File: config.mk
export PLATFORM = sky130hd
export DESIGN_NAME = crtc_reg_file
export DESIGN_NICKNAME = d
export VERILOG_FILES = /design/src/rtl/common_pkg.sv /design/src/rtl/wb_responder_fsm.sv /design/src/rtl/crtc_reg_file.sv
export SDC_FILE = /design/constraint.sdc
export NUM_CORES = 1
export LEC_CHECK = 0
export BUFFER_PORTS_ARGS = -buffer_cell sky130_fd_sc_hd__buf_4
export CAP_MARGIN = 20
export CELL_PAD_IN_SITES_DETAIL_PLACEMENT = 1
export CELL_PAD_IN_SITES_GLOBAL_PLACEMENT = 1
export CORE_AREA = 3 3 122 124
export DETAILED_ROUTE_END_ITERATION = 10
export DIE_AREA = 0 0 125 127
export PLACE_DENSITY_LB_ADDON = 0.1
export SLEW_MARGIN = 20
export SYNTH_ARGS = -nofsm -noshare
export SYNTH_HDL_FRONTEND = slang
export SYNTH_SLANG_ARGS = --single-unit
File: constraint.sdc
create_clock -name wb_clock_i -period 3.2 [get_ports wb_clock_i]
set_input_delay 0.16 -clock wb_clock_i [delete_from_list [all_inputs] [get_ports wb_clock_i]]
set_output_delay 0.16 -clock wb_clock_i [all_outputs]
set_load 0.02 [all_outputs]
File: src/rtl/common_pkg.sv
// Shared CRTC register indices, reset values and write masks used by the PET CRTC blocks.
// The masks are applied only when CRTC_REG_MASK_EN is defined (see crtc_reg_file).
package common_pkg;

    localparam int CRTC_ADDR_WIDTH = 5;
    localparam int CRTC_REG_COUNT  = 14;
    localparam int CRTC_DATA_WIDTH = 8;

    localparam logic [CRTC_ADDR_WIDTH-1:0] CRTC_R0_H_TOTAL       = 5'd0;
    localparam logic [CRTC_ADDR_WIDTH-1:0] CRTC_R1_H_DISPLAYED   = 5'd1;
    localparam logic [CRTC_ADDR_WIDTH-1:0] CRTC_R2_H_SYNC_POS    = 5'd2;
    localparam logic [CRTC_ADDR_WIDTH-1:0] CRTC_R3_SYNC_WIDTH    = 5'd3;
    localparam logic [CRTC_ADDR_WIDTH-1:0] CRTC_R4_V_TOTAL       = 5'd4;
    localparam logic [CRTC_ADDR_WIDTH-1:0] CRTC_R5_V_ADJUST      = 5'd5;
    localparam logic [CRTC_ADDR_WIDTH-1:0] CRTC_R6_V_DISPLAYED   = 5'd6;
    localparam logic [CRTC_ADDR_WIDTH-1:0] CRTC_R7_V_SYNC_POS    = 5'd7;
    localparam logic [CRTC_ADDR_WIDTH-1:0] CRTC_R9_MAX_SCAN_LINE = 5'd9;
    localparam logic [CRTC_ADDR_WIDTH-1:0] CRTC_R12_START_HI     = 5'd12;
    localparam logic [CRTC_ADDR_WIDTH-1:0] CRTC_R13_START_LO     = 5'd13;

    localparam logic [7:0] CRTC_RESET_R0  = 8'd49;
    localparam logic [7:0] CRTC_RESET_R1  = 8'd40;
    localparam logic [7:0] CRTC_RESET_R2  = 8'd41;
    localparam logic [7:0] CRTC_RESET_R3  = 8'h0F;
    localparam logic [7:0] CRTC_RESET_R4  = 8'd39;
    localparam logic [7:0] CRTC_RESET_R5  = 8'd0;
    localparam logic [7:0] CRTC_RESET_R6  = 8'd25;
    localparam logic [7:0] CRTC_RESET_R7  = 8'd29;
    localparam logic [7:0] CRTC_RESET_R9  = 8'd7;
    localparam logic [7:0] CRTC_RESET_R12 = 8'h10;
    localparam logic [7:0] CRTC_RESET_R13 = 8'h00;

    typedef enum logic {
        WB_IDLE,
        WB_ACK
    } wb_resp_state_e;

    function automatic logic crtc_reg_implemented(input logic [CRTC_ADDR_WIDTH-1:0] idx);
        logic impl;
        case (idx)
            CRTC_R0_H_TOTAL, CRTC_R1_H_DISPLAYED, CRTC_R2_H_SYNC_POS,
            CRTC_R3_SYNC_WIDTH, CRTC_R4_V_TOTAL, CRTC_R5_V_ADJUST,
            CRTC_R6_V_DISPLAYED, CRTC_R7_V_SYNC_POS, CRTC_R9_MAX_SCAN_LINE,
            CRTC_R12_START_HI, CRTC_R13_START_LO: impl = 1'b1;
            default:                              impl = 1'b0;
        endcase
        return impl;
    endfunction

    function automatic logic [7:0] crtc_reset_value(input logic [CRTC_ADDR_WIDTH-1:0] idx);
        logic [7:0] value;
        case (idx)
            CRTC_R0_H_TOTAL:       value = CRTC_RESET_R0;
            CRTC_R1_H_DISPLAYED:   value = CRTC_RESET_R1;
            CRTC_R2_H_SYNC_POS:    value = CRTC_RESET_R2;
            CRTC_R3_SYNC_WIDTH:    value = CRTC_RESET_R3;
            CRTC_R4_V_TOTAL:       value = CRTC_RESET_R4;
            CRTC_R5_V_ADJUST:      value = CRTC_RESET_R5;
            CRTC_R6_V_DISPLAYED:   value = CRTC_RESET_R6;
            CRTC_R7_V_SYNC_POS:    value = CRTC_RESET_R7;
            CRTC_R9_MAX_SCAN_LINE: value = CRTC_RESET_R9;
            CRTC_R12_START_HI:     value = CRTC_RESET_R12;
            CRTC_R13_START_LO:     value = CRTC_RESET_R13;
            default:               value = 8'h00;
        endcase
        return value;
    endfunction

    // Bits that carry meaning in each register; the rest read back as zero when masking.
    function automatic logic [7:0] crtc_write_mask(input logic [CRTC_ADDR_WIDTH-1:0] idx);
        logic [7:0] mask;
        case (idx)
            CRTC_R4_V_TOTAL, CRTC_R6_V_DISPLAYED, CRTC_R7_V_SYNC_POS: mask = 8'h7F;
            CRTC_R5_V_ADJUST, CRTC_R9_MAX_SCAN_LINE:                  mask = 8'h1F;
            CRTC_R12_START_HI:                                        mask = 8'h3F;
            default:                                                  mask = 8'hFF;
        endcase
        return mask;
    endfunction

endpackage

File: src/rtl/wb_responder_fsm.sv
// Single-beat pipelined Wishbone responder handshake (IDLE/ACK), shared by register-style slaves.
// hold_i lets the owner stall new requests while it services a higher-priority writer.
module wb_responder_fsm
    import common_pkg::*;
(
    input  logic clk_i,
    input  logic reset_i,
    input  logic req_i,
    input  logic hold_i,
    output logic stall_o,
    output logic ack_o,
    output logic accept_o
);

    wb_resp_state_e state_q;
    logic           ack_q;

    // Reset masks ack/stall immediately so an in-flight beat is dropped without an ack.
    assign stall_o  = !reset_i && ((state_q == WB_ACK) || hold_i);
    assign accept_o = req_i && !reset_i && !stall_o;
    assign ack_o    = ack_q && !reset_i;

    always_ff @(posedge clk_i) begin
        if (reset_i) begin
            state_q <= WB_IDLE;
            ack_q   <= 1'b0;
        end else begin
            case (state_q)
                WB_IDLE: begin
                    if (accept_o) begin
                        state_q <= WB_ACK;
                        ack_q   <= 1'b1;
                    end
                end
                WB_ACK: begin
                    state_q <= WB_IDLE;
                    ack_q   <= 1'b0;
                end
                default: begin
                    state_q <= WB_IDLE;
                    ack_q   <= 1'b0;
                end
            endcase
        end
    end

endmodule

File: src/rtl/crtc_reg_file.sv
// PET 6845 CRTC register file, writable from the PET CPU (index/data) and from Wishbone.
// Define CRTC_REG_MASK_EN to clear undefined high bits on write so they read back as zero.
module crtc_reg_file
    import common_pkg::*;
#(
    parameter int WB_ADDR_WIDTH = 16,
    parameter int DATA_WIDTH    = CRTC_DATA_WIDTH
) (
    input  logic                     wb_clock_i,
    input  logic                     wb_reset_i,
    input  logic [WB_ADDR_WIDTH-1:0] wb_addr_i,
    input  logic [DATA_WIDTH-1:0]    wb_data_i,
    output logic [DATA_WIDTH-1:0]    wb_data_o,
    input  logic                     wb_we_i,
    input  logic                     wb_cycle_i,
    input  logic                     wb_strobe_i,
    input  logic                     wb_sel_i,
    output logic                     wb_stall_o,
    output logic                     wb_ack_o,
    input  logic                     cpu_wr_strobe_i,
    input  logic                     cpu_rs_i,
    input  logic [7:0]               cpu_data_i,
    output logic [7:0]               h_total_o,
    output logic [7:0]               h_displayed_o,
    output logic [7:0]               h_sync_pos_o,
    output logic [3:0]               h_sync_width_o,
    output logic [4:0]               v_sync_width_o,
    output logic [6:0]               v_total_o,
    output logic [6:0]               v_displayed_o,
    output logic [6:0]               v_sync_pos_o,
    output logic [4:0]               v_adjust_o,
    output logic [4:0]               max_scan_line_o,
    output logic [13:0]              start_addr_o,
    output logic                     reg_update_o
);

    localparam int SEL_W = $clog2(CRTC_REG_COUNT);

    logic [7:0]                 regs_q [CRTC_REG_COUNT];
    logic [7:0]                 regs_d [CRTC_REG_COUNT];
    logic [CRTC_ADDR_WIDTH-1:0] index_q, index_d;
    logic [DATA_WIDTH-1:0]      rdata_q, rdata_d;
    logic                       reg_update_q, reg_update_d;

    logic                       wb_req;
    logic                       wb_accept;
    logic [CRTC_ADDR_WIDTH-1:0] wb_idx;
    logic [CRTC_ADDR_WIDTH-1:0] wr_idx;
    logic [7:0]                 wr_data;
    logic [7:0]                 wr_value;
    logic                       wr_en;
    logic [7:0]                 rd_value;
    logic [3:0]                 r3_vsync;
    logic                       unused_addr_bits;

    assign wb_req           = wb_cycle_i && wb_strobe_i && wb_sel_i;
    assign wb_idx           = wb_addr_i[CRTC_ADDR_WIDTH-1:0];
    assign unused_addr_bits = ^wb_addr_i[WB_ADDR_WIDTH-1:CRTC_ADDR_WIDTH];

    wb_responder_fsm u_wb_fsm (
        .clk_i    (wb_clock_i),
        .reset_i  (wb_reset_i),
        .req_i    (wb_req),
        .hold_i   (cpu_wr_strobe_i),
        .stall_o  (wb_stall_o),
        .ack_o    (wb_ack_o),
        .accept_o (wb_accept)
    );

    // The CPU strobe stalls Wishbone, so at most one write source is active per cycle.
    always_comb begin
        index_d = index_q;
        wr_en   = 1'b0;
        wr_idx  = wb_idx;
        wr_data = wb_data_i[7:0];
        if (cpu_wr_strobe_i) begin
            if (cpu_rs_i) begin
                wr_en   = 1'b1;
                wr_idx  = index_q;
                wr_data = cpu_data_i;
            end else begin
                index_d = cpu_data_i[CRTC_ADDR_WIDTH-1:0];
            end
        end else if (wb_accept && wb_we_i) begin
            wr_en = 1'b1;
        end

`ifdef CRTC_REG_MASK_EN
        wr_value = wr_data & crtc_write_mask(wr_idx);
`else
        wr_value = wr_data;
`endif

        regs_d       = regs_q;
        reg_update_d = 1'b0;
        if (wr_en && crtc_reg_implemented(wr_idx)) begin
            regs_d[wr_idx[SEL_W-1:0]] = wr_value;
            reg_update_d              = 1'b1;
        end

        rd_value = crtc_reg_implemented(wb_idx) ? regs_q[wb_idx[SEL_W-1:0]] : 8'h00;
        rdata_d  = wb_accept ? DATA_WIDTH'(rd_value) : rdata_q;
    end

    always_ff @(posedge wb_clock_i) begin
        if (wb_reset_i) begin
            for (int i = 0; i < CRTC_REG_COUNT; i++) begin
                regs_q[i] <= crtc_reset_value(CRTC_ADDR_WIDTH'(i));
            end
            index_q      <= '0;
            rdata_q      <= '0;
            reg_update_q <= 1'b0;
        end else begin
            regs_q       <= regs_d;
            index_q      <= index_d;
            rdata_q      <= rdata_d;
            reg_update_q <= reg_update_d;
        end
    end

    assign wb_data_o    = rdata_q;
    assign reg_update_o = reg_update_q;

    assign h_total_o       = regs_q[SEL_W'(CRTC_R0_H_TOTAL)];
    assign h_displayed_o   = regs_q[SEL_W'(CRTC_R1_H_DISPLAYED)];
    assign h_sync_pos_o    = regs_q[SEL_W'(CRTC_R2_H_SYNC_POS)];
    assign h_sync_width_o  = regs_q[SEL_W'(CRTC_R3_SYNC_WIDTH)][3:0];
    assign r3_vsync        = regs_q[SEL_W'(CRTC_R3_SYNC_WIDTH)][7:4];
    // A vertical sync width of zero means the full 16 lines.
    assign v_sync_width_o  = (r3_vsync == 4'd0) ? 5'd16 : {1'b0, r3_vsync};
    assign v_total_o       = regs_q[SEL_W'(CRTC_R4_V_TOTAL)][6:0];
    assign v_adjust_o      = regs_q[SEL_W'(CRTC_R5_V_ADJUST)][4:0];
    assign v_displayed_o   = regs_q[SEL_W'(CRTC_R6_V_DISPLAYED)][6:0];
    assign v_sync_pos_o    = regs_q[SEL_W'(CRTC_R7_V_SYNC_POS)][6:0];
    assign max_scan_line_o = regs_q[SEL_W'(CRTC_R9_MAX_SCAN_LINE)][4:0];
    assign start_addr_o    = {regs_q[SEL_W'(CRTC_R12_START_HI)][5:0],
                              regs_q[SEL_W'(CRTC_R13_START_LO)]};

endmodule

-- After elaboration in Yosys (flattened, before gate mapping)
Memory sizes are Yosys's and may differ from the RTL's.
Cells that the tools add are included.
- bits in registers: 128
- word-level logic and storage cells: 65
- output and inout port bits: 89
- memories: 2
- input port bits: 40
- bits in read-only memories: 32
- eq/ne operators: 1
- reduce and logical (&&, ||, !) cells: 14
- bitwise gates (word level): 4
- magnitude comparators: 3
- muxes and demuxes: 22
- memories (memory ; words ; width ; rd ports ; clocked after Yosys merged registers in ; write ports ; line ; source):
    (no name shown) ; 16 ; 1 ; 1 ; 0 ; 0 ; common_pkg.sv:40 ; case (idx)
    (no name shown) ; 16 ; 1 ; 1 ; 0 ; 0 ; common_pkg.sv:40 ;
- operators with widths (kind ; number):
    112-bit bitwise mux ; 1
    8-bit two-way mux ; 6
    8-bit binary-select mux with 4-bit select ; 1
    8-bit demux with 4-bit select ; 1
    5-bit two-way mux ; 3
    5-bit greater-or-equal comparator (second input constant) ; 2
    4-bit NOT with 5-bit output ; 2
    1-bit logical AND ; 9
    1-bit two-way mux ; 8
    5-bit by 1-bit less-than comparator with 1-bit output (second input constant) ; 1
    4-bit logical NOT ; 1
    1-bit one-hot mux with 2 select lines ; 2
    1-bit logical NOT ; 2
    2-bit != test (second input constant) ; 1
    1-bit NOT ; 2
    2-bit AND reduction ; 1
    1-bit logical OR ; 1

-- Logic depth before layout (Yosys ltp)
- word-level depth: 9
- mapped depth: 9
- gate-level depth less buffers: 5

-- Modules after synthesis
A second synthesis with hierarchy kept.
- cell total of the unflattened synthesis: 641
- area total of the unflattened synthesis: 6433.7 sq um
- modules (own cells, without submodules) (module ; cells each ; area each (sq um) ; sequential area each (sq um) ; times used):
    crtc_reg_file ; 631 ; 6342.3 ; 2522.4 ; 1
    wb_responder_fsm ; 10 ; 91.3 ; 40.0 ; 1

-- Worst setup path after synthesis
Ideal clock, no wire load.
- path kind: input to register
- start: input wb_reset_i
- end: register regs_q (netlist bit v_sync_pos_o[1])
- arrival: 1844 ps
- path buffers: 3
- data required time: 3084 ps
- stages: 8
- setup slack: 1239 ps
- library setup time: 116 ps
- cell sequence: buf_6 -> and4b_1 -> a31oi_4 -> or3_1 -> buf_2 -> or2_0 -> buf_6 -> a31o_2
- word-level cells in the longest chain between the ends: 8
- elaborated cells on any way between the ends: 9
- those cells by class: mux: 2; reduce/logical: 7
- ends and longest elaborated chain (item ; line ; source):
    from (decl) ; crtc_reg_file.sv:10 ; input logic wb_reset_i,
    1-bit logical NOT ; wb_responder_fsm.sv:19, wb_responder_fsm.sv:20 ;
    1-bit logical AND ; wb_responder_fsm.sv:19 ; assign stall_o = !reset_i && ((state_q == WB_ACK) || hold_i);
    1-bit logical NOT ; wb_responder_fsm.sv:20 ; assign accept_o = req_i && !reset_i && !stall_o;
    1-bit logical AND ; wb_responder_fsm.sv:20 ;
    1-bit logical AND ; crtc_reg_file.sv:84 ; end else if (wb_accept && wb_we_i) begin
    1-bit two-way mux ; crtc_reg_file.sv:84 ;
    1-bit two-way mux ; crtc_reg_file.sv:76 ; if (cpu_wr_strobe_i) begin
    1-bit logical AND ; crtc_reg_file.sv:96 ; if (wr_en && crtc_reg_implemented(wr_idx)) begin
    to (signal, indexed assignment) ; crtc_reg_file.sv:108 ; regs_q[i] <= crtc_reset_value(CRTC_ADDR_WIDTH'(i));
    to (signal assigned) ; crtc_reg_file.sv:114 ; regs_q <= regs_d;
    to (decl) ; crtc_reg_file.sv:39 ; logic [7:0] regs_q [CRTC_REG_COUNT];
Parallel ways exist; a longest one is shown, timed or not.
A chain may end at the register's enable or synchronous reset.

-- Final worst setup path
- start: input cpu_wr_strobe_i
- end: register regs_q (netlist bit v_sync_pos_o[1])
- word-level cells in the longest chain between the ends: 8
- elaborated cells on any way between the ends: 19
- those cells by class: order compare: 2; mux: 8; bitwise: 1; reduce/logical: 7; memory: 1
- ends and longest elaborated chain (item ; line ; source):
    from (decl) ; crtc_reg_file.sv:20 ; input logic cpu_wr_strobe_i,
    parallel branches: the longest is 8 deep, another holds 5-bit greater-or-equal comparator ; n/a ;
Several ways; the timed one is not identified.

==> impl_metrics.toml <==
[outcome]
status = "finished, final reports clean"

[critical_path]
crit_fanout = 17
crit_chain = "buf_4 -> nand2_1 -> o22a_1 -> or3_1 -> or2_0 -> a31o_2"
cp_data_required_time_ns = 3.50
cp-start-kind = "input port"
cp.arrival_ns = 2.48
cpPeakStageDelay_ns = 0.53
critPathKind = "in2reg"
critPathCaptureType = "register"
cp_slowest_cell = "or3_1"

[sta]
setup_viol = 0
fin_crit_ns = 2.18
rsz0062_at_grt = "no"
worstMarginPinSlew_ns = 0.860
slew_viol_final = 0
final-hold-violation-count = 0
tns_ns = 0
clock_skew_ns = 0.00966
fin_ws_ns = 1.02
relSlewSlack_pct = 42.4
finalCritPeriodShare_pct = 68.1
max_freq_mhz = 459

[cells_and_area]
syn2layout_area_growth_pct = 17.2
num-nets-final = 712
layout-drive-gt1-share_pct = 29.6
final_core_util_pct = 52.8
num_antenna_cells = 0

[logic_synthesis]
yosysTopAreaCell = "dfxtp_1"
postSynthAreaPerCell_um2 = 9.74
synthFlopType = "dfxtp_1"
ys.warnings.count = 0
synth_cell_types = 50
synth_top_area_share_pct = 41.0
async_flop_share_pct = 0
synth_common_cells = "128 x dfxtp_1, 102 x mux2i_1, 75 x buf_4"
netlist_instances = 642
synth.area.top_cells = "dfxtp_1 41%, mux2i_1 16%, buf_4 9.0%"
yosysSeqAreaShare_pct = 41.0
post-synth-top-count-cell = "dfxtp_1"
synth_edf_count = 0
syn_nets = 682
synth_area_um2 = 6250
ys_ff_latch = 128

[drt]
drc = 0
wl_per_cell_um = 21.5
drtPass1Iterations = 5
routed_wl_um = 18600
dr.first_iter.drc_count = 249
viasPerCell = 5.53
vias = 4782
ant_nets = 0

[clock_network]
root_buffer = "clkbuf_16"
post-cts-setup-buffer-count = 0
clock_latency_ns = 0.42
cts_buffers = 17
holdBufCountCts = 3
ctsLongestPathBuffers = 2
cts_tree = "built"
post_cts_resized = 0
cts_max_level = 4
clkTransAtPathRegs_ns = 0.05
cts_sinks = 128

[flow_run]
drv_cap = 0

[placed_design]
portBuffers = 117
dp.final_hpwl_um = 12500
dpl_worst_slack_ns = 0.620
place.gp.congestion = 0.796

[power_and_ir_drop]
intPower_uw = 3020
power_uw = 3930
max-vdd-ir-drop_mv = 0.374
p_sw_share_pct = 23.3
power-per-cell-area_nw_per_um2 = 536
power_leakage_uw = 0.00294
clockPowerShare_pct = 51.2
p_switching_uw = 915
p_comb_share_pct = 7.7
seqPwrFrac_pct = 41.2

[min_path]
hp-class = "in2reg"

[global_route]
antenna_found_initial = 0
grt_max_degree = 73
first_global_vias = 5096
grt_overflow_total = 0
grt_pass1_wl_um = 28800
grt_usage_pct = 23.4

[floorplanning]
initial_utilization_pct = 45.1
rows = 43
coreArea_um2 = 13900
ios = 129
die-area_um2 = 15900
chipHeight_um = 127
die_x_um = 125
worst max-delay path: cells and delay by family:
kind | cells | cell delay, ns
and+or+nand+nor | 3 | 1.35
buffers and inverters | 1 | 0.20
AOI/OAI and AO/OA | 2 | 0.77
power groups by stage:
stage	sequential, µW	clock (µW)	combinational (µW)
3_5_place_dp	1650	0	296
5_1_grt	1620	2110	324
3_3_place_gp	1650	0	290
6_report	1620	2010	301
2_1_floorplan	1650	0	198
4_1_cts	1620	2030	302
final timing paths:
check / start / to / slack [ns] / depth (start not counted)
min reg2reg: wb_data_o[3] / wb_data_o[3] / 0.46 / 2
max reg2reg: index_q[3] / v_sync_pos_o[1] / 1.08 / 5
min: cpu_data_i[2] / index_q[2] / 0.01 / 3
max: cpu_wr_strobe_i / v_sync_pos_o[1] / 1.02 / 6
logic make-up after synthesis:
family	count (synthesis)	synth area share [%]
muxes	121	22.6
DFF	128	41.0
buffers and inverters	125	12.7
AOI/OAI and AO/OA	67	7.58
and+or+nand+nor	201	16.1
area by class of cell:
type	instances	area [µm²]
clock inverter	10	133
tap	180	225
inverter	3	11.3
clock buffer	22	484
timing repair buffer	133	1010
sequential	128	2560
multi-input combinational	389	2910
fill	1534	6550
per-layer routing:
layer / global-route usage (%) / up-vias / wire [µm]
met5: 0 / - / 0
met4: 7.84 / 0 / 384
met3: 4.97 / 24 / 712
met2: 39.4 / 122 / 9060
met1: 30.2 / 2417 / 8440
li1: - / 2219 / -
placed cells by master (no fill, tap or decap), types with 3 or more instances in the layout:
| master | instances |
|---|---|
| a211oi_1 | 9 |
| a21oi_1 | 9 |
| a31o_2 | 10 |
| and2_1 | 5 |
| buf_4 | 130 |
| bufinv_16 | 3 |
| clkbuf_16 | 17 |
| clkbuf_8 | 4 |
| clkinv_2 | 4 |
| clkinvlp_4 | 3 |
| dfxtp_1 | 128 |
| dlygate4sd3_1 | 3 |
| mux2_2 | 3 |
| mux2i_1 | 102 |
| mux4_2 | 16 |
| nand2_1 | 64 |
| nand2b_1 | 4 |
| nand4b_1 | 4 |
| nor2_1 | 52 |
| nor2b_1 | 33 |
| nor3_1 | 16 |
| o21ai_0 | 10 |
| o22ai_1 | 8 |
| o31ai_1 | 7 |
| or2_2 | 3 |
| or3_1 | 3 |
state kept, by name (all words and copies together), names as in the netlist, 5 cells and up:
register         cells
start_addr_o        14
h_total_o            8
v_displayed_o        7
max_scan_line_o      5
v_adjust_o           5
regs_q              35
h_displayed_o        8
v_sync_pos_o         7
h_sync_pos_o         8
wb_data_o            8
index_q              5
v_total_o            7
stage by stage:
stage                     cell area, µm²  instances  hold WS, ns
after detailed placement            6690        830        0.419
final                               7330        865       0.0133
after CTS                           7330        865      0.00201
after global placement              6690        830        0.402
after global routing                7330        865      0.00225
after floorplan                     6250        642        0.307
(Power assumes the default switching activity.)
